$ cat config.mk
export PLATFORM = sky130hd
export DESIGN_NAME = game_flow_ctrl
export DESIGN_NICKNAME = d
export VERILOG_FILES = /design/src/rtl/game_flow_ctrl.sv
export SDC_FILE = /design/constraint.sdc
export NUM_CORES = 1
export LEC_CHECK = 0
export ABC_AREA = 1
export CELL_PAD_IN_SITES_DETAIL_PLACEMENT = 2
export CELL_PAD_IN_SITES_GLOBAL_PLACEMENT = 2
export CORE_UTILIZATION = 30
export CTS_BUF_LIST = sky130_fd_sc_hd__clkbuf_8
export DETAILED_ROUTE_END_ITERATION = 6
export HOLD_SLACK_MARGIN = 0.1
export PLACE_DENSITY_LB_ADDON = 0.3
export REMOVE_ABC_BUFFERS = 1
export SLEW_MARGIN = 20
export SYNTH_ARGS = -nofsm -noshare
export SYNTH_HDL_FRONTEND = slang
export SYNTH_SLANG_ARGS = --single-unit
$ cat constraint.sdc
create_clock -name clk -period 2.1 [get_ports clk]
set_input_delay 0.315 -clock clk [delete_from_list [all_inputs] [get_ports clk]]
set_output_delay 0.315 -clock clk [all_outputs]
set_load 0.02 [all_outputs]
$ cat src/rtl/game_flow_ctrl.sv
// Rally sequencer: START/SERVE/PLAY/END flow, landing detection, scoring and match win.
// Optional WIN_BY_TWO_EN macro switches the win rule to "reach WIN_SCORE and lead by two".
module game_flow_ctrl #(
  parameter int SERVE_CYCLES = 50_000_000,
  parameter int WIN_SCORE    = 15,
  parameter int GROUND_Y     = 220,
  parameter int BALL_W       = 30,
  parameter int NET_CX       = 163
) (
  input  logic        clk,
  input  logic        reset_n,
  input  logic        start_btn,
  input  logic [11:0] ball_x,
  input  logic [11:0] ball_y,
  output logic [1:0]  game_state,
  output logic        who_win,
  output logic [3:0]  player_score,
  output logic [3:0]  npc_score,
  output logic        point_pulse
);

  localparam int CNT_W = (SERVE_CYCLES > 1) ? $clog2(SERVE_CYCLES) : 1;
  localparam logic [CNT_W-1:0] CNT_LAST  = CNT_W'(SERVE_CYCLES - 1);
  localparam logic [12:0]      GROUND_13 = 13'(GROUND_Y);
  localparam logic [12:0]      BALL_W_13 = 13'(BALL_W);
  localparam logic [12:0]      HALF_W_13 = 13'(BALL_W / 2);
  localparam logic [12:0]      NET_CX_13 = 13'(NET_CX);
  localparam logic [3:0]       WIN_4     = 4'(WIN_SCORE);

  typedef enum logic [1:0] {
    ST_START = 2'd0,
    ST_SERVE = 2'd1,
    ST_PLAY  = 2'd2,
    ST_END   = 2'd3
  } state_t;

  state_t           state_q, state_d;
  logic [CNT_W-1:0] cnt_q, cnt_d;
  logic             guard_q, guard_d;
  logic [3:0]       player_q, player_d;
  logic [3:0]       npc_q, npc_d;
  logic             who_q, who_d;
  logic             pulse_q, pulse_d;
  logic             start_btn_q;

  logic             start_edge;
  logic             landed;
  logic             left_court;
  logic [12:0]      ball_bottom;
  logic [12:0]      ball_cx;
  logic [3:0]       scorer_new;
  logic             match_won;
`ifdef WIN_BY_TWO_EN
  logic [3:0]       other_score;
`endif

  function automatic logic [3:0] sat_inc(input logic [3:0] v);
    sat_inc = (v == 4'hF) ? 4'hF : v + 4'd1;
  endfunction

`ifdef WIN_BY_TWO_EN
  // Score 15 always ends the match so a deuce run cannot stall at the saturation cap.
  function automatic logic wins(input logic [3:0] mine, input logic [3:0] other);
    wins = (mine == 4'hF) ||
           ((mine >= WIN_4) && ({1'b0, mine} >= ({1'b0, other} + 5'd2)));
  endfunction
`else
  function automatic logic wins(input logic [3:0] mine);
    wins = (mine == WIN_4);
  endfunction
`endif

  always_ff @(posedge clk) begin
    if (!reset_n) begin
      state_q     <= ST_START;
      cnt_q       <= '0;
      guard_q     <= 1'b0;
      player_q    <= 4'd0;
      npc_q       <= 4'd0;
      who_q       <= 1'b0;
      pulse_q     <= 1'b0;
      start_btn_q <= 1'b0;
    end else begin
      state_q     <= state_d;
      cnt_q       <= cnt_d;
      guard_q     <= guard_d;
      player_q    <= player_d;
      npc_q       <= npc_d;
      who_q       <= who_d;
      pulse_q     <= pulse_d;
      start_btn_q <= start_btn;
    end
  end

  always_comb begin
    state_d     = state_q;
    cnt_d       = cnt_q;
    guard_d     = guard_q;
    player_d    = player_q;
    npc_d       = npc_q;
    who_d       = who_q;
    pulse_d     = 1'b0;

    start_edge  = start_btn & ~start_btn_q;
    ball_bottom = {1'b0, ball_y} + BALL_W_13;
    ball_cx     = {1'b0, ball_x} + HALF_W_13;
    landed      = (ball_bottom >= GROUND_13);
    left_court  = (ball_cx < NET_CX_13);
    scorer_new  = left_court ? sat_inc(player_q) : sat_inc(npc_q);
`ifdef WIN_BY_TWO_EN
    other_score = left_court ? npc_q : player_q;
    match_won   = wins(scorer_new, other_score);
`else
    match_won   = wins(scorer_new);
`endif

    case (state_q)
      ST_START: begin
        if (start_edge) begin
          state_d  = ST_SERVE;
          cnt_d    = '0;
          player_d = 4'd0;
          npc_d    = 4'd0;
          who_d    = 1'b0;
        end
      end
      ST_SERVE: begin
        if (cnt_q == CNT_LAST) begin
          state_d = ST_PLAY;
          guard_d = 1'b1;
        end else begin
          cnt_d = cnt_q + CNT_W'(1);
        end
      end
      ST_PLAY: begin
        // First PLAY cycle skips the landing check while the ball position settles.
        if (guard_q) begin
          guard_d = 1'b0;
        end else if (landed) begin
          pulse_d = 1'b1;
          cnt_d   = '0;
          if (left_court) begin
            player_d = scorer_new;
            who_d    = 1'b0;
          end else begin
            npc_d = scorer_new;
            who_d = 1'b1;
          end
          state_d = match_won ? ST_END : ST_SERVE;
        end
      end
      ST_END: begin
        if (start_edge) state_d = ST_START;
      end
      default: state_d = ST_START;
    endcase
  end

  assign game_state   = state_q;
  assign who_win      = who_q;
  assign player_score = player_q;
  assign npc_score    = npc_q;
  assign point_pulse  = pulse_q;

endmodule

==> results.json, run 1 <==
{
  "path_common_cell": "nand2_1",
  "crit_required_ns": 2.32,
  "finalCritPeriodShare_pct": 100,
  "ys_ff_latch": 40,
  "die_w_um": 101,
  "yosys.cell_types.count": 33,
  "drcViolationCount": 0,
  "die_area_mm2": 0.0102,
  "hp-class": "reg2reg",
  "cellLeakagePower_uw": 0.00160,
  "die_y_um": 101,
  "grt_pass1_wl_um": 17000,
  "slew_viol_final": 0,
  "timing.hold.ws_ns": 0.497,
  "final_common_cell": "nand2_1",
  "routed_wl_um": 11100,
  "critPathCaptureType": "flop",
  "arrival_ns": 2.33,
  "ys_warn_count": 0,
  "viasPerCell": 5.05,
  "setup.worst_path.class": "reg2reg",
  "ir_worst_vdd_mv": 0.331,
  "postSynthAreaPerCell_um2": 6.12,
  "diodes": 0,
  "path_clk_slew_ns": 0.08,
  "htree_levels": 2,
  "io_buffer_count": 37,
  "tightest_slew_ns": 0.503,
  "layout-drive-gt1-share_pct": 17.9,
  "cp-start-kind": "flop",
  "instances_no_fill": 677,
  "num_rows": 35,
  "antenna_left": 0,
  "fmax_ghz": 0.475,
  "dp_cells": 663,
  "critPathMaxFanout": 13,
  "initial_utilization_pct": 31.5,
  "timing.final.ws_setup_ns": -0.00677,
  "grt.total_usage_pct": 20.9,
  "wl_per_cell_um": 16.4,
  "critical-path-top-delay-family": "simple AND/OR/NAND/NOR gates",
  "grt_max_degree": 28,
  "layout.cells.most_common_list": "nand2_1 (144), nor2_1 (50), inv_1 (49), dfxtp_1 (40), a21oi_1 (37)",
  "antenna_found_initial": 0,
  "skew_ns": 0.00932,
  "dp_hpwl_um": 7970,
  "core_region_area_mm2": 0.00937,
  "min_period_ns": 2.11,
  "cpPeakStageDelay_ns": 0.42,
  "yosysSeqAreaShare_pct": 27.1,
  "violations": "setup timing",
  "synth_xor_area_share_pct": 5.94,
  "place_congestion": 0.834,
  "critical_path_buf_inv_count": 3,
  "cp_slowest_cell": "dfxtp_1",
  "dr.first_iter.drc_count": 77,
  "multi_input_area_mm2": 0.00197,
  "post-place-ws_ns": -0.349,
  "grt_pass1_vias": 3528,
  "boundaryPins": 39,
  "synth_adder_area_share_pct": 2.12,
  "synth_top_family_by_area": "simple AND/OR/NAND/NOR gates",
  "finalSetupViolCount": 1,
  "cts_inserted_buffers": 5,
  "maxSlewHeadroom_pct": 66.2,
  "synth_area_mm2": 0.00295,
  "synthesis.instances": 482,
  "cts_tree": "yes",
  "drv_cap": 0,
  "fillerInstances": 1159,
  "placed_cell_area_mm2": 0.00360,
  "hold_viol": 0,
  "nets": 579,
  "clk_latency_ns": 0.30,
  "cts-root-buf": "clkbuf_8",
  "clock_sinks": 40,
  "cp_cell_sequence": "nand2_1 > inv_2 > nand3_1 > nor4_1 > nand4_1 > nand3_2 > nor2_4 > buf_12 > inv_8 > nand2_1 > a21oi_1",
  "cellPowerDensity_mw_per_mm2": 755,
  "seqCellArea_um2": 801,
  "cts.path.max_buffers": 2,
  "synth.area.mux_share_pct": 0,
  "vias": 3420,
  "fin_area_mm2": 0.00394,
  "status": "finished with violations",
  "first_pass_iters": 6,
  "synth_compound_area_share_pct": 9.12,
  "synth_simple_gate_area_share_pct": 45.2,
  "syn_to_final_growth_pct": 33.5,
  "grt-ovfl-total": 0
}
-- routing by layer --
metal	part of all wire, %	GRT usage (%)	up-vias	wire length [um]
met4	0.72	4.12	0	80
met5	0	0	-	0
met3	2.9	2.62	10	323
li1	-	-	1664	-
met2	50	38.1	66	5600
met1	46	26.3	1680	5140
-- synthesized netlist by cell type --
library cell	n	area [um^2]
inv_6	1	8.76
nor2_1	54	203
nor2_4	2	22.5
buf_4	1	7.51
nor4_1	3	18.8
inv_1	51	191
xor2_1	16	140
a21oi_1	41	205
nand2_1	150	563
nor3_2	1	10.0
inv_2	4	15.0
nand3_1	35	175
clkbuf_8	1	13.8
clkinv_2	1	5.00
nand2_2	8	50.1
dfxtp_1	40	801
or2_2	3	18.8
ha_1	5	62.6
nor3_1	13	65.1
buf_6	4	45.0
nor4b_1	1	8.76
o21ai_0	6	30.0
nand4_2	1	12.5
o211ai_1	1	7.51
clkbuf_1	6	22.5
nand2_4	2	22.5
o21ai_2	2	17.5
xnor2_1	4	35.0
nand4_1	13	81.3
nand3_2	3	30.0
nand3b_1	2	15.0
nor2_2	6	37.5
a21oi_2	1	8.76
-- state kept, by name, indices dropped and copies added (netlist names) --
| register | cells |
|---|---|
| cnt_q | 26 |
| npc_score | 4 |
| player_score | 4 |
| game_state | 2 |
| guard_q | 1 |
| point_pulse | 1 |
| start_btn_q | 1 |
| who_win | 1 |
-- worst reg2reg max path, cell delays in order (launching register included) --
cell	delay, ns
dfxtp_1	0.42
nand2_1	0.10
inv_2	0.09
nand3_1	0.11
nor4_1	0.41
nand4_1	0.22
nand3_2	0.13
nor2_4	0.04
buf_12	0.15
inv_8	0.11
nand2_1	0.07
a21oi_1	0.16
-- stage by stage --
step / setup TNS (ns) / util, % / power, uW
floorplan: 0 / - / 1570
global placement: -6.61 / 38.4 / 2060
detailed placement: -10.21 / 38.4 / 2110
CTS: 0 / 39.7 / 2700
global route: -3.03 / 42.0 / 3160
finish: -0.00677 / 42.0 / 2980
-- power breakdown --
part,switching (uW),internal [uW]
Combinational,933,591
Sequential,76.7,825
Clock,291,259
-- worst paths after layout --
| path | slack (ns) | endpoint | cells past startpoint | startpoint |
|---|---|---|---|---|
| max | -0.007 | cnt_q[17]$_SDFFE_PN0P_ | 11 | cnt_q[21]$_SDFFE_PN0P_ |
| min | 0.50 | cnt_q[6]$_SDFFE_PN0P_ | 2 | cnt_q[6]$_SDFFE_PN0P_ |
| max reg2reg | -0.007 | cnt_q[17]$_SDFFE_PN0P_ | 11 | cnt_q[21]$_SDFFE_PN0P_ |
| min reg2reg | 0.50 | cnt_q[6]$_SDFFE_PN0P_ | 2 | cnt_q[6]$_SDFFE_PN0P_ |
-- kinds of logic (layout without fill, tap and decap cells) --
group           after synthesis  in the layout
compound gates               51             51
xor+xnor                     20             20
fa+ha+maj                     5              5
buf+inv                      69            135
flops                        40             40
simple gates                297            297
-- what timing repair did --
item | in CTS | in global routing
cloned | 0 | 2
pin swaps | 1 | 19
hold buffers | 0 | 0
setup buffers | 1 | 3
resized for setup | 7 | 43
setup endpoints to repair | 11 | 36
-- layout make-up --
class / instances / area share (%)
Clock buffer: 6 / 2.10
Inverter: 57 / 6.16
Sequential cell: 40 / 20.3
Timing Repair inverter: 1 / 0.286
Timing Repair Buffer: 69 / 17.0
Clock inverter: 2 / 0.191
Multi-Input combinational cell: 373 / 49.9
Tap cell: 129 / 4.10
Power figures use the tool's default switching activity.
==> run 2, diff against run 1 <==
Settings changed: CTS_CLUSTER_SIZE from default to 12.
==> results of run 2 <==
No change in the layout: final DEF, timing and power equal those of run 1.
==> run 3, diff against run 2 <==
Clock period 2.1 ns to 2.27 ns, I/O delays scaled along.
==> results.json, run 3 (synthesis gave the netlist of run 1 again) <==
{
  "setup.worst_path.class": "in2reg",
  "cts_inserted_buffers": 5,
  "grt_pass1_vias": 3671,
  "cellPowerDensity_mw_per_mm2": 685,
  "critPathCaptureType": "flop",
  "die_area_mm2": 0.0102,
  "slew_viol_final": 0,
  "vias": 3324,
  "startpoint": "ball_y[2]",
  "drv_cap": 0,
  "min_period_ns": 2.10,
  "viasPerCell": 5.02,
  "p_int_uw": 1440,
  "initial_utilization_pct": 31.5,
  "status": "complete, no violations",
  "finalCritPeriodShare_pct": 92.6,
  "cp-start-kind": "input port",
  "layout.cells.most_common_list": "nand2_1 (146), nor2_1 (54), inv_1 (50), a21oi_1 (41), dfxtp_1 (40)",
  "hp-start": "cnt_q[6]$_SDFFE_PN0P_",
  "grt_max_degree": 31,
  "regMostFlops": "cnt_q",
  "first_pass_iters": 4,
  "core_region_area_mm2": 0.00937,
  "dp_hpwl_um": 8030,
  "dr.first_iter.drc_count": 113,
  "clk_latency_ns": 0.30,
  "final_common_cell": "nand2_1",
  "io_buffer_count": 37,
  "maxSlewHeadroom_pct": 68.6,
  "skew_ns": 0.0111,
  "switchingPower_uw": 1090,
  "clkPwrFrac_pct": 21.2,
  "reg2reg_from": "cnt_q[8]$_SDFFE_PN0P_",
  "fmax_ghz": 0.476,
  "die_w_um": 101,
  "routed_wl_um": 10500,
  "crit_required_ns": 2.49,
  "placed_cell_area_mm2": 0.00353,
  "layout-drive-gt1-share_pct": 13.1,
  "p_seq_share_pct": 33.0,
  "boundaryPins": 39,
  "grt_pass1_wl_um": 17700,
  "finalSetupViolCount": 0,
  "grt-ovfl-total": 0,
  "path_clk_slew_ns": 0.09,
  "ir_worst_vdd_mv": 0.248,
  "cts_tree": "yes",
  "largest_reg_flops": 26,
  "syn_to_final_growth_pct": 25.1,
  "cellLeakagePower_uw": 0.00147,
  "diodes": 0,
  "grt.total_usage_pct": 21.8,
  "cts.path.max_buffers": 2,
  "swShare_pct": 43.0,
  "arrival_ns": 2.32,
  "hp-class": "reg2reg",
  "power_frac_comb_pct": 45.8,
  "wl_per_cell_um": 15.8,
  "hold_viol": 0,
  "antenna_found_initial": 0,
  "tightest_slew_ns": 0.468,
  "drcViolationCount": 0,
  "htree_levels": 2,
  "place_congestion": 0.842,
  "nets": 565,
  "antenna_left": 0,
  "r2r_slack_ns": 0.26,
  "num_rows": 35,
  "p_total_uw": 2530,
  "rsz0062_at_grt": "yes",
  "critPathMaxFanout": 12,
  "fin_area_mm2": 0.00369,
  "die_y_um": 101,
  "clock_sinks": 40,
  "cts-root-buf": "clkbuf_8"
}
[run 3: changes by cell type in the layout (fill, tap and decap cells not counted), moves of 4 or more]
cell / change
buf_4: -10
a21oi_1: +4
a21oi_2: -4
nor2_1: +4
[run 3: power by group through the flow]
| stage | clock [uW] | sequential [uW] | combinational [uW] |
|---|---|---|---|
| after detailed placement | 0 | 851 | 1100 |
| after global routing | 572 | 846 | 1300 |
| after global placement | 0 | 846 | 1050 |
| after CTS | 550 | 836 | 1130 |
| after floorplan | 0 | 886 | 566 |
| final | 535 | 834 | 1160 |
[run 3: cell type report]
cell class / count / area [um^2]
multi-input cells: 373 / 1880
fillers: 1178 / 5680
clock buffers: 7 / 96.3
inverters: 57 / 226
flip-flops and latches: 40 / 801
well taps: 129 / 161
repair buffers: 56 / 522
[run 3: repair_timing]
item                       4_1_cts  5_1_grt
buffers inserted                 0        1
gates resized for setup          0       19
pin swaps                        1        8
setup endpoints to repair        1       23
hold endpoints to repair         0        0
hold buffers                     0        0
[run 3: layer usage]
metal | wire [um] | GRT usage (%)
met4 | 121 | 5.02
met5 | 0 | 0
met1 | 4710 | 26.3
met3 | 211 | 2.21
met2 | 5420 | 41.5
[run 3: worst max-delay path: stages]
cell and delay (ns):
clkdlybuf4s50_1 0.40, inv_1 0.12, ha_4 0.17, nand3_2 0.10
buf_4 0.14, xor2_1 0.17, o21ai_2 0.11, nand3_2 0.09
nand2_2 0.07, nor2_4 0.18, buf_6 0.18, nand2_1 0.06
a21oi_1 0.17
[run 3: worst paths after layout]
path                                endpoint  depth (start not counted)
hold reg to reg        cnt_q[6]$_SDFFE_PN0P_                          2
setup reg to reg  game_state[0]$_SDFFE_PN0P_                          9
hold / removal         cnt_q[6]$_SDFFE_PN0P_                          2
setup / recovery      cnt_q[13]$_SDFFE_PN0P_                         13
[run 3: per-stage QoR]
| step | std cells | setup TNS, ns | util, % | setup slack [ns] | hold WS, ns |
|---|---|---|---|---|---|
| after global routing | 662 | -0.0130 | 39.4 | -0.00789 | 0.538 |
| after floorplan | 470 | 0 | - | 0.245 | 0.434 |
| after global placement | 654 | -2.22 | 37.7 | -0.112 | 0.468 |
| after detailed placement | 654 | -6.01 | 37.7 | -0.247 | 0.490 |
| after CTS | 661 | 0 | 38.7 | 0.0136 | 0.504 |
| final | 662 | 0 | 39.4 | 0.168 | 0.496 |
